`src/rtl/cpu_regfile_pkg.sv`:
```
// Shared types and constants for the CPU register file and its read unit.
package cpu_regfile_pkg;

  localparam int REG_DATA_W = 16;
  localparam int REG_NUM    = 8;
  localparam int REG_ADDR_W = 3;

  typedef logic [REG_ADDR_W-1:0] reg_addr_t;
  typedef logic [REG_DATA_W-1:0] reg_data_t;

  // Output buffer occupancy of the read port.
  typedef enum logic [0:0] {
    RD_EMPTY = 1'b0,
    RD_FULL  = 1'b1
  } rd_buf_state_t;

endpackage

```
`src/rtl/reg_read_unit_if.sv`:
```
// Bus bundle for reg_read_unit: two write ports plus the read request/result port.
//
// Read handshake: a request is accepted on a rising edge where rd_Req && rd_Ready.
// The result appears with rd_Valid=1 after that edge and stays stable until an
// edge where rd_Ack=1. rd_Ready is high when the buffer is empty or is being
// acknowledged in the same cycle, so back-to-back transfers run at full rate.
interface reg_read_unit_if
  import cpu_regfile_pkg::*;
#(
  parameter int DATA_W = REG_DATA_W,
  parameter int ADDR_W = REG_ADDR_W
);

  logic              wr_En0;
  logic [ADDR_W-1:0] wr_Addr0;
  logic [DATA_W-1:0] wr_Data0;
  logic              wr_En1;
  logic [ADDR_W-1:0] wr_Addr1;
  logic [DATA_W-1:0] wr_Data1;

  logic              rd_Req;
  logic [ADDR_W-1:0] rd_AddrA;
  logic [ADDR_W-1:0] rd_AddrB;
  logic              rd_Ready;
  logic              rd_Valid;
  logic [DATA_W-1:0] rd_DataA;
  logic [DATA_W-1:0] rd_DataB;
  logic              rd_Ack;

  // Producer/consumer side (CPU pipeline, testbench).
  modport master (
    output wr_En0, wr_Addr0, wr_Data0,
    output wr_En1, wr_Addr1, wr_Data1,
    output rd_Req, rd_AddrA, rd_AddrB, rd_Ack,
    input  rd_Ready, rd_Valid, rd_DataA, rd_DataB
  );

  // Register read unit side.
  modport slave (
    input  wr_En0, wr_Addr0, wr_Data0,
    input  wr_En1, wr_Addr1, wr_Data1,
    input  rd_Req, rd_AddrA, rd_AddrB, rd_Ack,
    output rd_Ready, rd_Valid, rd_DataA, rd_DataB
  );

endinterface

```
`src/rtl/reg_read_unit_bypass.sv`:
```
// reg_bypass_mux: combinational read of one register address with same-cycle
// bypass from the two write ports (port 1 wins). Write enables arrive already
// qualified (range / hardwired-zero), so a dropped write never bypasses.
module reg_bypass_mux
  import cpu_regfile_pkg::*;
#(
  parameter int DATA_W   = REG_DATA_W,
  parameter int NUM_REGS = REG_NUM,
  parameter int ADDR_W   = REG_ADDR_W
) (
  input  logic [DATA_W-1:0] bank_i [NUM_REGS],
  input  logic [ADDR_W-1:0] rd_addr_i,
  input  logic              we0_i,
  input  logic [ADDR_W-1:0] wa0_i,
  input  logic [DATA_W-1:0] wd0_i,
  input  logic              we1_i,
  input  logic [ADDR_W-1:0] wa1_i,
  input  logic [DATA_W-1:0] wd1_i,
  output logic [DATA_W-1:0] rd_data_o
);

  logic in_range;

  // Only non-power-of-two banks can see an address with no register behind it.
  generate
    if (NUM_REGS >= (1 << ADDR_W)) begin : g_full_range
      assign in_range = 1'b1;
    end else begin : g_part_range
      assign in_range = ({{(32-ADDR_W){1'b0}}, rd_addr_i} < 32'(NUM_REGS));
    end
  endgenerate

  // Newest value wins: port 1 write, then port 0 write, then stored contents.
  always_comb begin
    rd_data_o = '0;
    if (we1_i && (wa1_i == rd_addr_i)) begin
      rd_data_o = wd1_i;
    end else if (we0_i && (wa0_i == rd_addr_i)) begin
      rd_data_o = wd0_i;
    end else if (in_range) begin
      rd_data_o = bank_i[rd_addr_i];
    end
  end

endmodule

```
`src/rtl/reg_read_unit.sv`:
```
// reg_read_unit: dual-write register bank with a dual-operand read port and a
// 1-deep snapshot output buffer (valid/ack handshake).
// Optional build macro: REG_READ_UNIT_ZERO_REG_EN makes register 0 read as zero
// and silently drops every write aimed at it.
module reg_read_unit
  import cpu_regfile_pkg::*;
#(
  parameter int DATA_W   = REG_DATA_W,
  parameter int NUM_REGS = REG_NUM,
  parameter int ADDR_W   = REG_ADDR_W
) (
  input  logic           Clk,
  input  logic           Rst,
  reg_read_unit_if.slave bus,
  output rd_buf_state_t  dbg_state_o
);

  logic [DATA_W-1:0] bank_q [NUM_REGS];
  rd_buf_state_t     state_q, state_d;
  logic [DATA_W-1:0] data_a_q, data_a_d;
  logic [DATA_W-1:0] data_b_q, data_b_d;
  logic [DATA_W-1:0] byp_a, byp_b;
  logic              wa0_in, wa1_in;
  logic              we0_ok, we1_ok;
  logic              rd_ready;
  logic              accept;

  // Writes to addresses with no backing register are dropped.
  generate
    if (NUM_REGS >= (1 << ADDR_W)) begin : g_full_range
      assign wa0_in = 1'b1;
      assign wa1_in = 1'b1;
    end else begin : g_part_range
      assign wa0_in = ({{(32-ADDR_W){1'b0}}, bus.wr_Addr0} < 32'(NUM_REGS));
      assign wa1_in = ({{(32-ADDR_W){1'b0}}, bus.wr_Addr1} < 32'(NUM_REGS));
    end
  endgenerate

`ifdef REG_READ_UNIT_ZERO_REG_EN
  assign we0_ok = bus.wr_En0 && wa0_in && (bus.wr_Addr0 != '0);
  assign we1_ok = bus.wr_En1 && wa1_in && (bus.wr_Addr1 != '0);
`else
  assign we0_ok = bus.wr_En0 && wa0_in;
  assign we1_ok = bus.wr_En1 && wa1_in;
`endif

  // Register bank update; port 1 overrides port 0 on an address collision.
  always_ff @(posedge Clk or posedge Rst) begin
    if (Rst) begin
      for (int i = 0; i < NUM_REGS; i++) bank_q[i] <= '0;
    end else begin
      for (int i = 0; i < NUM_REGS; i++) begin
        if (we1_ok && (bus.wr_Addr1 == ADDR_W'(i))) begin
          bank_q[i] <= bus.wr_Data1;
        end else if (we0_ok && (bus.wr_Addr0 == ADDR_W'(i))) begin
          bank_q[i] <= bus.wr_Data0;
        end
      end
    end
  end

  reg_bypass_mux #(.DATA_W(DATA_W), .NUM_REGS(NUM_REGS), .ADDR_W(ADDR_W)) u_mux_a (
    .bank_i   (bank_q),
    .rd_addr_i(bus.rd_AddrA),
    .we0_i    (we0_ok),
    .wa0_i    (bus.wr_Addr0),
    .wd0_i    (bus.wr_Data0),
    .we1_i    (we1_ok),
    .wa1_i    (bus.wr_Addr1),
    .wd1_i    (bus.wr_Data1),
    .rd_data_o(byp_a)
  );

  reg_bypass_mux #(.DATA_W(DATA_W), .NUM_REGS(NUM_REGS), .ADDR_W(ADDR_W)) u_mux_b (
    .bank_i   (bank_q),
    .rd_addr_i(bus.rd_AddrB),
    .we0_i    (we0_ok),
    .wa0_i    (bus.wr_Addr0),
    .wd0_i    (bus.wr_Data0),
    .we1_i    (we1_ok),
    .wa1_i    (bus.wr_Addr1),
    .wd1_i    (bus.wr_Data1),
    .rd_data_o(byp_b)
  );

  assign rd_ready = (state_q == RD_EMPTY) || bus.rd_Ack;
  assign accept   = bus.rd_Req && rd_ready;

  // Buffer next state: load a snapshot on accept, drain on ack, else hold.
  always_comb begin
    state_d  = state_q;
    data_a_d = data_a_q;
    data_b_d = data_b_q;
    if (accept) begin
      state_d  = RD_FULL;
      data_a_d = byp_a;
      data_b_d = byp_b;
    end else if (bus.rd_Ack) begin
      state_d  = RD_EMPTY;
    end
  end

  // Output buffer registers; data is kept after ack until the next accept.
  always_ff @(posedge Clk or posedge Rst) begin
    if (Rst) begin
      state_q  <= RD_EMPTY;
      data_a_q <= '0;
      data_b_q <= '0;
    end else begin
      state_q  <= state_d;
      data_a_q <= data_a_d;
      data_b_q <= data_b_d;
    end
  end

  assign bus.rd_Ready = rd_ready;
  assign bus.rd_Valid = (state_q == RD_FULL);
  assign bus.rd_DataA = data_a_q;
  assign bus.rd_DataB = data_b_q;
  assign dbg_state_o  = state_q;

endmodule

```
`src/flat_wrapper.sv`:
```
// flat-port wrapper written by rule: the top's interface ports become plain ports
module reg_read_unit_flat import cpu_regfile_pkg::*;
#(
  parameter int DATA_W   = REG_DATA_W,
  parameter int NUM_REGS = REG_NUM,
  parameter int ADDR_W   = REG_ADDR_W
)
  (Clk, Rst, dbg_state_o, bus_wr_En0, bus_wr_Addr0, bus_wr_Data0, bus_wr_En1, bus_wr_Addr1, bus_wr_Data1, bus_rd_Req, bus_rd_AddrA, bus_rd_AddrB, bus_rd_Ack, bus_rd_Ready, bus_rd_Valid, bus_rd_DataA, bus_rd_DataB);
  reg_read_unit_if #(.DATA_W(DATA_W), .ADDR_W(ADDR_W)) bus_i ();
  input  logic Clk;
  input  logic Rst;
  output rd_buf_state_t dbg_state_o;
  input wire logic [$bits(bus_i.wr_En0)-1:0] bus_wr_En0;
  input wire logic [$bits(bus_i.wr_Addr0)-1:0] bus_wr_Addr0;
  input wire logic [$bits(bus_i.wr_Data0)-1:0] bus_wr_Data0;
  input wire logic [$bits(bus_i.wr_En1)-1:0] bus_wr_En1;
  input wire logic [$bits(bus_i.wr_Addr1)-1:0] bus_wr_Addr1;
  input wire logic [$bits(bus_i.wr_Data1)-1:0] bus_wr_Data1;
  input wire logic [$bits(bus_i.rd_Req)-1:0] bus_rd_Req;
  input wire logic [$bits(bus_i.rd_AddrA)-1:0] bus_rd_AddrA;
  input wire logic [$bits(bus_i.rd_AddrB)-1:0] bus_rd_AddrB;
  input wire logic [$bits(bus_i.rd_Ack)-1:0] bus_rd_Ack;
  output wire logic [$bits(bus_i.rd_Ready)-1:0] bus_rd_Ready;
  output wire logic [$bits(bus_i.rd_Valid)-1:0] bus_rd_Valid;
  output wire logic [$bits(bus_i.rd_DataA)-1:0] bus_rd_DataA;
  output wire logic [$bits(bus_i.rd_DataB)-1:0] bus_rd_DataB;
  assign bus_i.wr_En0 = bus_wr_En0;
  assign bus_i.wr_Addr0 = bus_wr_Addr0;
  assign bus_i.wr_Data0 = bus_wr_Data0;
  assign bus_i.wr_En1 = bus_wr_En1;
  assign bus_i.wr_Addr1 = bus_wr_Addr1;
  assign bus_i.wr_Data1 = bus_wr_Data1;
  assign bus_i.rd_Req = bus_rd_Req;
  assign bus_i.rd_AddrA = bus_rd_AddrA;
  assign bus_i.rd_AddrB = bus_rd_AddrB;
  assign bus_i.rd_Ack = bus_rd_Ack;
  assign bus_rd_Ready = bus_i.rd_Ready;
  assign bus_rd_Valid = bus_i.rd_Valid;
  assign bus_rd_DataA = bus_i.rd_DataA;
  assign bus_rd_DataB = bus_i.rd_DataB;
  reg_read_unit #(.DATA_W(DATA_W), .NUM_REGS(NUM_REGS), .ADDR_W(ADDR_W)) u_core (.Clk(Clk), .Rst(Rst), .bus(bus_i), .dbg_state_o(dbg_state_o));
endmodule
```
`config.mk`:
```
export PLATFORM = sky130hd
export DESIGN_NAME = reg_read_unit_flat
export DESIGN_NICKNAME = d
export VERILOG_FILES = /design/src/rtl/cpu_regfile_pkg.sv /design/src/rtl/reg_read_unit_if.sv /design/src/rtl/reg_read_unit_bypass.sv /design/src/rtl/reg_read_unit.sv /design/src/flat_wrapper.sv
export SDC_FILE = /design/constraint.sdc
export NUM_CORES = 1
export LEC_CHECK = 0
export CORE_AREA = 5 5 251 180
export DETAILED_ROUTE_END_ITERATION = 10
export DIE_AREA = 0 0 256 185
export PLACE_DENSITY = 0.43
export SLEW_MARGIN = 10
export SYNTH_ARGS = -nofsm -noshare
export SYNTH_HDL_FRONTEND = slang
export SYNTH_HIERARCHICAL = 1
export SYNTH_SLANG_ARGS = --single-unit
```
`constraint.sdc`:
```
create_clock -name Clk -period 7.57 [get_ports Clk]
set_clock_uncertainty 0.05 [all_clocks]
set_input_delay 2.271 -clock Clk [delete_from_list [all_inputs] [get_ports Clk]]
set_output_delay 2.271 -clock Clk [all_outputs]
set_load 0.02 [all_outputs]
```
==> qor.csv, run 1 <==
metric,value,unit
crit path cell chain,"clkdlybuf4s50_1, nand2b_1, clkdlybuf4s50_1",
critical path class,in -> out,
PortBufs,84,
"Hold Vio Cnt, Final",0,
# placed instances,1470,
initial drt markers,504,
final worst setup slack,1790,ps
Worst-path clk slew,60,ps
Synth cell types,30,
area grow syn2layout,15.6,%
CTS Sinks,161,
drt first pass iters,5,
largest net degree at the start of global routing,162,
largest fanout on the critical path,3,
RSZ-0062 raised after global routing,false,
status,completed,
FMAX,173,MHz
die area,0.0474,mm^2
Worst setup EP type,output port,
H-tree levels,4,
main combinational cell family by area after synthesis,multiplexers,
Worst Path Arrival,3460,ps
Internal Power,0.00212,W
vias in the first global route,7280,
Post-CTS Hold Fix Bufs,0,
CP dominant cell by count,clkdlybuf4s50_1,
total core area,0.0428,mm^2
total number of yosys warnings,6,
Synth Register Bits,161,
synthesized netlist cell count,910,
area share of fa/ha/maj cells after synthesis,0,%
nets,978,
Hold Crit Class,reg -> reg,
Starting Density,24.5,%
io pins,85,
Routed WL,34100,um
CTS Root Buffer Type,clkbuf_16,
Via Count,7264,
net count after synthesis,960,
gr usage total,14.4,%
drt drc,0,
Fin Setup TNS,0,ps
Worst VDD drop,0.000164,V
diode count,0,
Switching Share,30.9,%
Post-CTS Setup Inserts,0,
Net Sw Power,0.000949,W
M1 GR Usage,21.1,%
max incr delay on CP,610,ps
first-pass GRT wire length,50700,um
P_leak,5.15,nW
Worst path slowest cell,clkdlybuf4s50_1,
Mean Syn Cell Area,11.5,um^2
final setup vio count,0,
Clock power frac,29.3,%
Clock Tree Buf Depth,2,
CTS resizes,0,
CP top delay family,buffers and inverters,
Worst Tran Pin Value,1100,ps
worst path required time,5250,ps
Comb power frac,30.6,%
TritonCTS buffer count,17,
max_cap viols,0,
final period utilization,76.3,%
Cell Pwr Density,254,mW/mm^2
register area share after synthesis,38.5,%
Place WS,1780,ps
Fin Hold WS,455,ps
ys async rst share,100,%
share of cells above drive strength 1,14.7,%
Filler Cell Count,4450,
Die X-Extent,256,um
initial antenna violation count,0,
GRT busiest layer,met2,
XOR/XNOR Fraction of Synth Area,1.01,%
ANT nets after route,0,
Rows,64,
multiplexer area fraction after synthesis,38.1,%
Final Slew Violations,0,
main flop type after synthesis,dfrtp_1,
startpoint types,primary input,
Max-slew headroom,26.9,%
Compound-Gate Fraction of Synth Area,7.84,%
DPL Wire Length,20300,um
Sequential Power Share,40.1,%
vias per std cell,4.84,
Post-synth EDFFs,0,
Die H,185,um
GP Congestion,0.722,
M3 GR Usage,3.04,%
Routed WL per cell,22.7,um
post-synthesis cell area,0.0105,mm^2
Final min period,5780,ps
met2 usage,22.2,%
Buf/Inv on CP,2,
total gr overflow,0,
Synth Area in Simple Gates,8.16,%
"non-filler cells, final",1501,
"Clk Latency, worst-skew pair",450,ps
CTS tree,built,
-- per-layer routing --
metal | vias to the layer above | share of wire [%]
li1 | 3383 | -
met1 | 3693 | 51
met2 | 168 | 44
met3 | 20 | 4.5
met4 | 0 | 0.95
met5 | - | 0
-- final timing paths --
| path | from | to | slack (ps) | cells after the start |
|---|---|---|---|---|
| hold / removal | u_core/bus.rd_DataB[13] | u_core/bus.rd_DataB[13] | 460 | 1 |
| setup / recovery | bus_rd_Ack | bus_rd_Ready | 1790 | 3 |
| hold reg to reg | u_core/bus.rd_DataB[13] | u_core/bus.rd_DataB[13] | 460 | 1 |
| max in group asynchronous | Rst | u_core/bank_q[79] | 4330 | 3 |
| setup reg to reg | u_core/bank_q[100] | u_core/bus.rd_DataB[4] | 5580 | 5 |
| min in group asynchronous | Rst | u_core/bank_q[91] | 2380 | 3 |
-- layout by cell type, fill, tap and decap left out, types with 3 or more instances in the layout --
cell type,n
clkinv_2,3
nand2_1,97
mux4_2,6
mux4_1,58
nor2_1,64
mux2i_1,160
o21ai_2,5
mux2_2,64
dfrtp_1,161
clkbuf_8,5
buf_2,4
nand4b_1,6
o21ai_0,24
buf_4,19
xnor2_1,12
clkbuf_16,17
and4bb_2,6
clkdlybuf4s50_1,80
a21oi_1,64
o21ai_1,67
clkbuf_1,4
-- cells in the mapped netlist (6+ instances only) --
cell / instances / area (um^2)
dfrtp_1: 161 / 4030
mux2i_1: 160 / 1600
nand2_1: 97 / 364
o21ai_1: 67 / 335
a21oi_1: 64 / 320
mux2_2: 64 / 721
nor2_1: 64 / 240
mux4_1: 58 / 1520
clkbuf_1: 44 / 165
o21ai_0: 24 / 120
buf_4: 17 / 128
xnor2_1: 12 / 105
buf_2: 11 / 55.1
buf_1: 10 / 37.5
buf_6: 8 / 90.1
buf_8: 7 / 105
mux4_2: 6 / 135
nand4b_1: 6 / 52.6
-- worst reg2reg max path: stages, from the launching register on --
cell and delay, ps:
dfrtp_1 390, mux4_1 520, mux2_2 270, mux2i_1 170
o21ai_1 140, mux2_2 330
-- final cells by class --
class | count | area (um^2) | area share, %
Multi-Input combinational cell | 643 | 5780 | 47.8
Sequential cell | 161 | 4030 | 33.3
Timing Repair Buffer | 104 | 983 | 8.14
Tap cell | 561 | 702 | 5.81
Clock buffer | 26 | 509 | 4.21
Clock inverter | 5 | 75.1 | 0.621
Inverter | 1 | 8.76 | 0.0725
-- logic make-up after synthesis --
logic type | count (synthesis)
muxes | 288
and+or+nand+nor | 183
AOI/OAI and AO/OA | 160
DFF | 161
buffers and inverters | 106
xor gates and xnor gates | 12
-- power by group through the flow --
stage	Combinational [W]	Clock [W]	Sequential [W]
6_report	0.000938	0.000898	0.00123
5_1_grt	0.00102	0.000958	0.00126
4_1_cts	0.000950	0.000926	0.00123
3_5_place_dp	0.000947	0	0.00124
3_3_place_gp	0.000932	0	0.00124
2_1_floorplan	0.000563	0	0.00128
-- state kept, by name, indices dropped and copies added, names as in the netlist --
register             flops
u_core/bank_q          128
u_core/bus.rd_DataA     16
u_core/bus.rd_DataB     16
u_core/bus.rd_Valid      1
-- through the flow --
| stage | area (um^2) | util (%) | total power [W] |
|---|---|---|---|
| finish | 12100 | 28.3 | 0.00307 |
| global route | 12100 | 28.3 | 0.00324 |
| CTS | 12100 | 28.3 | 0.00311 |
| detailed placement | 11500 | 26.9 | 0.00219 |
| global placement | 11500 | 26.9 | 0.00217 |
| floorplan | 10500 | - | 0.00184 |
(Power assumes the default switching activity.)
==> run 2: changes to the inputs <==
- clock period: 7.57 -> 5.9 ns (I/O delays scaled with it)
==> run 2 against run 1 <==
First-iteration DRC count rose by 7.9%. Routed wire length fell by 1.8%. Non-clock buffer count rose by 2. Via count fell by 0.52%. Sequential cell count did not move.
==> qor.csv, run 2 (same netlist as run 1, synthesis figures left out) <==
metric,value,unit
status,completed,
initial drt markers,544,
Post-CTS Hold Fix Bufs,0,
FF-to-FF setup slack,3960,ps
PortBufs,84,
drt drc,0,
max incr delay on CP,620,ps
"Clk Latency, worst-skew pair",440,ps
Clock power frac,29.8,%
Worst setup EP type,output port,
"non-filler cells, final",1504,
io pins,85,
nets,980,
CTS tree,built,
"Hold Vio Cnt, Final",0,
Filler Cell Count,4468,
diode count,0,
die area,0.0474,mm^2
cell count of the worst reg-to-reg path,5,
Worst R2R End,u_core/bus.rd_DataA[3],
Place WS,1090,ps
CP dominant cell by count,clkdlybuf4s50_1,
CTS resizes,0,
final setup vio count,0,
# placed instances,1472,
dpl cell area,0.0115,mm^2
Fin Setup TNS,0,ps
Worst path slowest cell,clkdlybuf4s50_1,
largest fanout on the critical path,3,
Starting Density,24.5,%
Die X-Extent,256,um
Rows,64,
Comb power frac,30.3,%
R2R Path Start,u_core/bank_q[67],
Final Slew Violations,0,
Sequential Power Share,39.9,%
Post-CTS Setup Inserts,0,
Switching Share,30.8,%
crit path cell chain,"clkdlybuf4s50_1, nand2b_1, clkdlybuf4s50_1",
Net Sw Power,0.00122,W
Cell Pwr Density,326,mW/mm^2
RSZ-0062 raised after global routing,false,
first-pass GRT wire length,50200,um
CP top delay family,buffers and inverters,
Worst VDD drop,0.000212,V
Clock Tree Buf Depth,2,
hold path startpoint,u_core/bus.rd_DataB[15],
TritonCTS buffer count,17,
Worst Tran Pin Value,926,ps
Buf/Inv on CP,2,
Largest Register,u_core/bank_q,
Worst-path clk slew,60,ps
drt first pass iters,5,
Largest register FFs,128,
gr usage total,14.2,%
end of the worst hold path,u_core/bus.rd_DataB[15],
CTS Sinks,161,
H-tree levels,4,
"most common cell after layout, fill and taps aside",dfrtp_1,
final period utilization,81.2,%
Routed WL per cell,22.3,um
GP Congestion,0.738,
Worst Path Arrival,2970,ps
Die H,185,um
worst path required time,4080,ps
FMAX,209,MHz
most frequent cells in the layout,"dfrtp_1, mux2i_1, nand2_1, clkdlybuf4s50_1, o21ai_1",
vias in the first global route,7292,
Max-slew headroom,38.3,%
vias per std cell,4.80,
P_leak,5.15,nW
post-route cell area,0.0121,mm^2
Final min period,4790,ps
share of cells above drive strength 1,15.2,%
largest net degree at the start of global routing,99,
ANT nets after route,0,
total core area,0.0428,mm^2
final worst setup slack,1110,ps
Internal Power,0.00274,W
total gr overflow,0,
area grow syn2layout,15.9,%
CTS Root Buffer Type,clkbuf_16,
Hold Crit Class,reg -> reg,
Via Count,7226,
WHS Path Cells,1,
max_cap viols,0,
critical path class,in -> out,
initial antenna violation count,0,
Routed WL,33500,um
DPL Wire Length,19900,um
startpoint types,primary input,
## run 2: changes by cell type in the layout (fill, tap and decap cells not counted), sizes merged
cell / delta
buf: +2
bufinv: +1
clkbuf: -4
clkinv: +1
clkinvlp: +4
inv: -1
## run 2: power by group through the flow
stage                     Clock (W)  Combinational, W  Sequential [W]
after floorplan                   0          0.000722         0.00164
after global placement            0           0.00120         0.00159
after detailed placement          0           0.00122         0.00160
after CTS                   0.00121           0.00122         0.00158
after global routing        0.00126           0.00131         0.00162
final                       0.00118           0.00120         0.00158
## run 2: how the worst max path moves through the flow
stage	startpoint	end	slack (ps)	cells past startpoint
CTS	bus_rd_Ack	bus_rd_Ready	1090	3
floorplan	Rst	u_core/bank_q[0]	2040	1
global route	bus_rd_Ack	bus_rd_Ready	1040	3
finish	bus_rd_Ack	bus_rd_Ready	1110	3
global placement	bus_rd_Ack	bus_rd_Ready	1090	3
detailed placement	bus_rd_Ack	bus_rd_Ready	1090	3
## run 2: final cells by class
cell class | count | area (um^2) | share of cell area, %
Clock buffer | 22 | 474 | 3.91
Clock inverter | 10 | 133 | 1.09
Inverter | 1 | 7.51 | 0.0619
Multi-Input combinational cell | 643 | 5780 | 47.7
Sequential cell | 161 | 4030 | 33.2
Tap cell | 561 | 702 | 5.79
Timing Repair Buffer | 106 | 998 | 8.24
## run 2: metal layers
layer,share of wire (%),vias to the layer above,GRT usage (%)
met5,0,-,0
met4,0.85,0,2.50
met3,3.2,13,2.71
met2,46,138,22.9
met1,50,3679,20.3
li1,-,3396,-
## run 2: worst register-to-register path, stage by stage, from the launching register on
cell	delay [ps]
dfrtp_1	390
mux4_1	530
mux2_2	280
mux2i_1	130
o21ai_1	150
mux2_2	300
## run 2: metrics by stage
stage	hold slack [ps]	utilization (%)	power, W
6_report	452	28.3	0.00395
2_1_floorplan	471	-	0.00236
4_1_cts	458	28.3	0.00401
3_5_place_dp	443	26.9	0.00281
3_3_place_gp	439	26.9	0.00279
5_1_grt	484	28.3	0.00418
==> run 3: changes to the inputs <==
- clock period: 5.9 -> 5 ns (I/O delays scaled with it)
==> run 3 against run 2 <==
Combinational power is 19% higher. Global-route usage up 0.11 points. Worst hold slack better by 2.1 ps. Worst setup slack worse by 360 ps. Register-to-register slack worse by 970 ps. Die area did not move. Critical path depth is the same. Sequential cell count stayed put. Design area up 0.83%. Via count is 1.2% higher. Clock power rose by 25%. First-iteration DRC count shrank 23%. Largest power group unchanged.
==> qor.csv, run 3 (same netlist as run 1, synthesis figures left out) <==
metric,value,unit
Total Power,0.00476,W
die area,0.0474,mm^2
Max-slew headroom,30.9,%
most frequent cells in the layout,"dfrtp_1, mux2i_1, nand2_1, clkdlybuf4s50_1, o21ai_1",
Hold Crit Class,reg -> reg,
total gr overflow,0,
gr usage total,14.3,%
H-tree levels,4,
Starting Density,24.5,%
Largest Register,u_core/bank_q,
P_leak,5.22,nW
largest fanout on the critical path,3,
CTS Sinks,161,
total core area,0.0428,mm^2
Cell Pwr Density,390,mW/mm^2
Fin Setup TNS,0,ps
Final min period,4250,ps
vias in the first global route,7076,
max_cap viols,0,
Via Count,7315,
vias per std cell,4.85,
Die X-Extent,256,um
Worst Tran Pin Value,1040,ps
FF-to-FF setup slack,2990,ps
"Hold Vio Cnt, Final",0,
worst path required time,3450,ps
drt drc,0,
Worst VDD drop,0.000257,V
diode count,0,
Largest register FFs,128,
Place WS,740,ps
final setup vio count,0,
crit path cell chain,"clkdlybuf4s50_1, nand2b_1, clkdlybuf4s50_1",
Post-CTS Hold Fix Bufs,0,
Worst path slowest cell,clkdlybuf4s50_1,
Clock Tree Buf Depth,2,
ANT nets after route,0,
"Clk Latency, worst-skew pair",450,ps
Final Slew Violations,0,
share of cells above drive strength 1,15.5,%
Post-CTS Setup Inserts,0,
Die H,185,um
critical path class,in -> out,
PortBufs,84,
area grow syn2layout,16.9,%
CTS resizes,0,
status,completed,
nets,985,
DPL Wire Length,20300,um
Routed WL,34000,um
CP dominant cell by count,clkdlybuf4s50_1,
io pins,85,
initial antenna violation count,0,
CTS Root Buffer Type,clkbuf_16,
GP Congestion,0.749,
FMAX,235,MHz
TritonCTS buffer count,17,
Rows,64,
startpoint types,primary input,
Fin Hold WS,454,ps
Worst Path Arrival,2700,ps
Filler Cell Count,4475,
final period utilization,85.0,%
CTS tree,built,
Worst setup EP type,output port,
Worst-path clk slew,60,ps
max incr delay on CP,610,ps
Routed WL per cell,22.6,um
drt first pass iters,5,
largest net degree at the start of global routing,53,
"most common cell after layout, fill and taps aside",dfrtp_1,
initial drt markers,417,
RSZ-0062 raised after global routing,false,
first-pass GRT wire length,50200,um
final worst setup slack,751,ps
Final Util,28.6,%
run 3: cell types whose count changed in the layout (fill, tap and decap cells not counted):
| cell | delta |
|---|---|
| clkinv_4 | +1 |
| buf_4 | +3 |
| and4bb_2 | -1 |
| clkinv_2 | +1 |
| and4bb_1 | +1 |
| clkbuf_8 | -1 |
| buf_12 | +2 |
| bufinv_16 | +2 |
| clkinvlp_4 | -3 |
run 3: report_power, final:
| group | total [W] | leakage (nW) | switching, W | internal (W) |
|---|---|---|---|---|
| combinational | 0.00143 | 3.00 | 0.000650 | 0.000776 |
| clock | 0.00148 | 0.321 | 0.000573 | 0.000909 |
| sequential | 0.00185 | 1.90 | 0.000217 | 0.00164 |
| total | 0.00476 | 5.22 | 0.00144 | 0.00332 |
run 3: worst max-delay path, delay by kind of cell:
kind / cells / cell delay (ps)
buffers and inverters: 2 / 1060
and+or+nand+nor: 1 / 140
run 3: cell type report:
class	count	area (um^2)	area share (%)
well taps	561	702	5.74
flip-flops and latches	161	4030	33.0
clock inverters	11	184	1.51
inverters	1	7.51	0.0614
clock buffers	21	460	3.77
repair buffers	111	1060	8.68
multi-input cells	643	5780	47.3
run 3: worst paths after layout:
path                                          from                      end  cells after the start
max                                     bus_rd_Ack             bus_rd_Ready                      3
min                        u_core/bus.rd_DataA[14]  u_core/bus.rd_DataA[14]                      1
max reg2reg                      u_core/bank_q[51]   u_core/bus.rd_DataB[3]                      5
min reg2reg                u_core/bus.rd_DataA[14]  u_core/bus.rd_DataA[14]                      1
max in group asynchronous                      Rst        u_core/bank_q[95]                      3
min in group asynchronous                      Rst        u_core/bank_q[75]                      2
run 3: stage by stage:
stage          cells  area, um^2
5_1_grt         1509       12200
3_5_place_dp    1477       11600
6_report        1509       12200
2_1_floorplan    910       10500
3_3_place_gp    1477       11600
4_1_cts         1509       12200
run 3: routing by layer:
metal,vias up,routed length (um),track usage [%]
li1,3402,-,-
met1,3743,17300,21.3
met2,149,15000,21.6
met3,21,1410,2.86
met4,0,351,3.15
met5,-,0,0
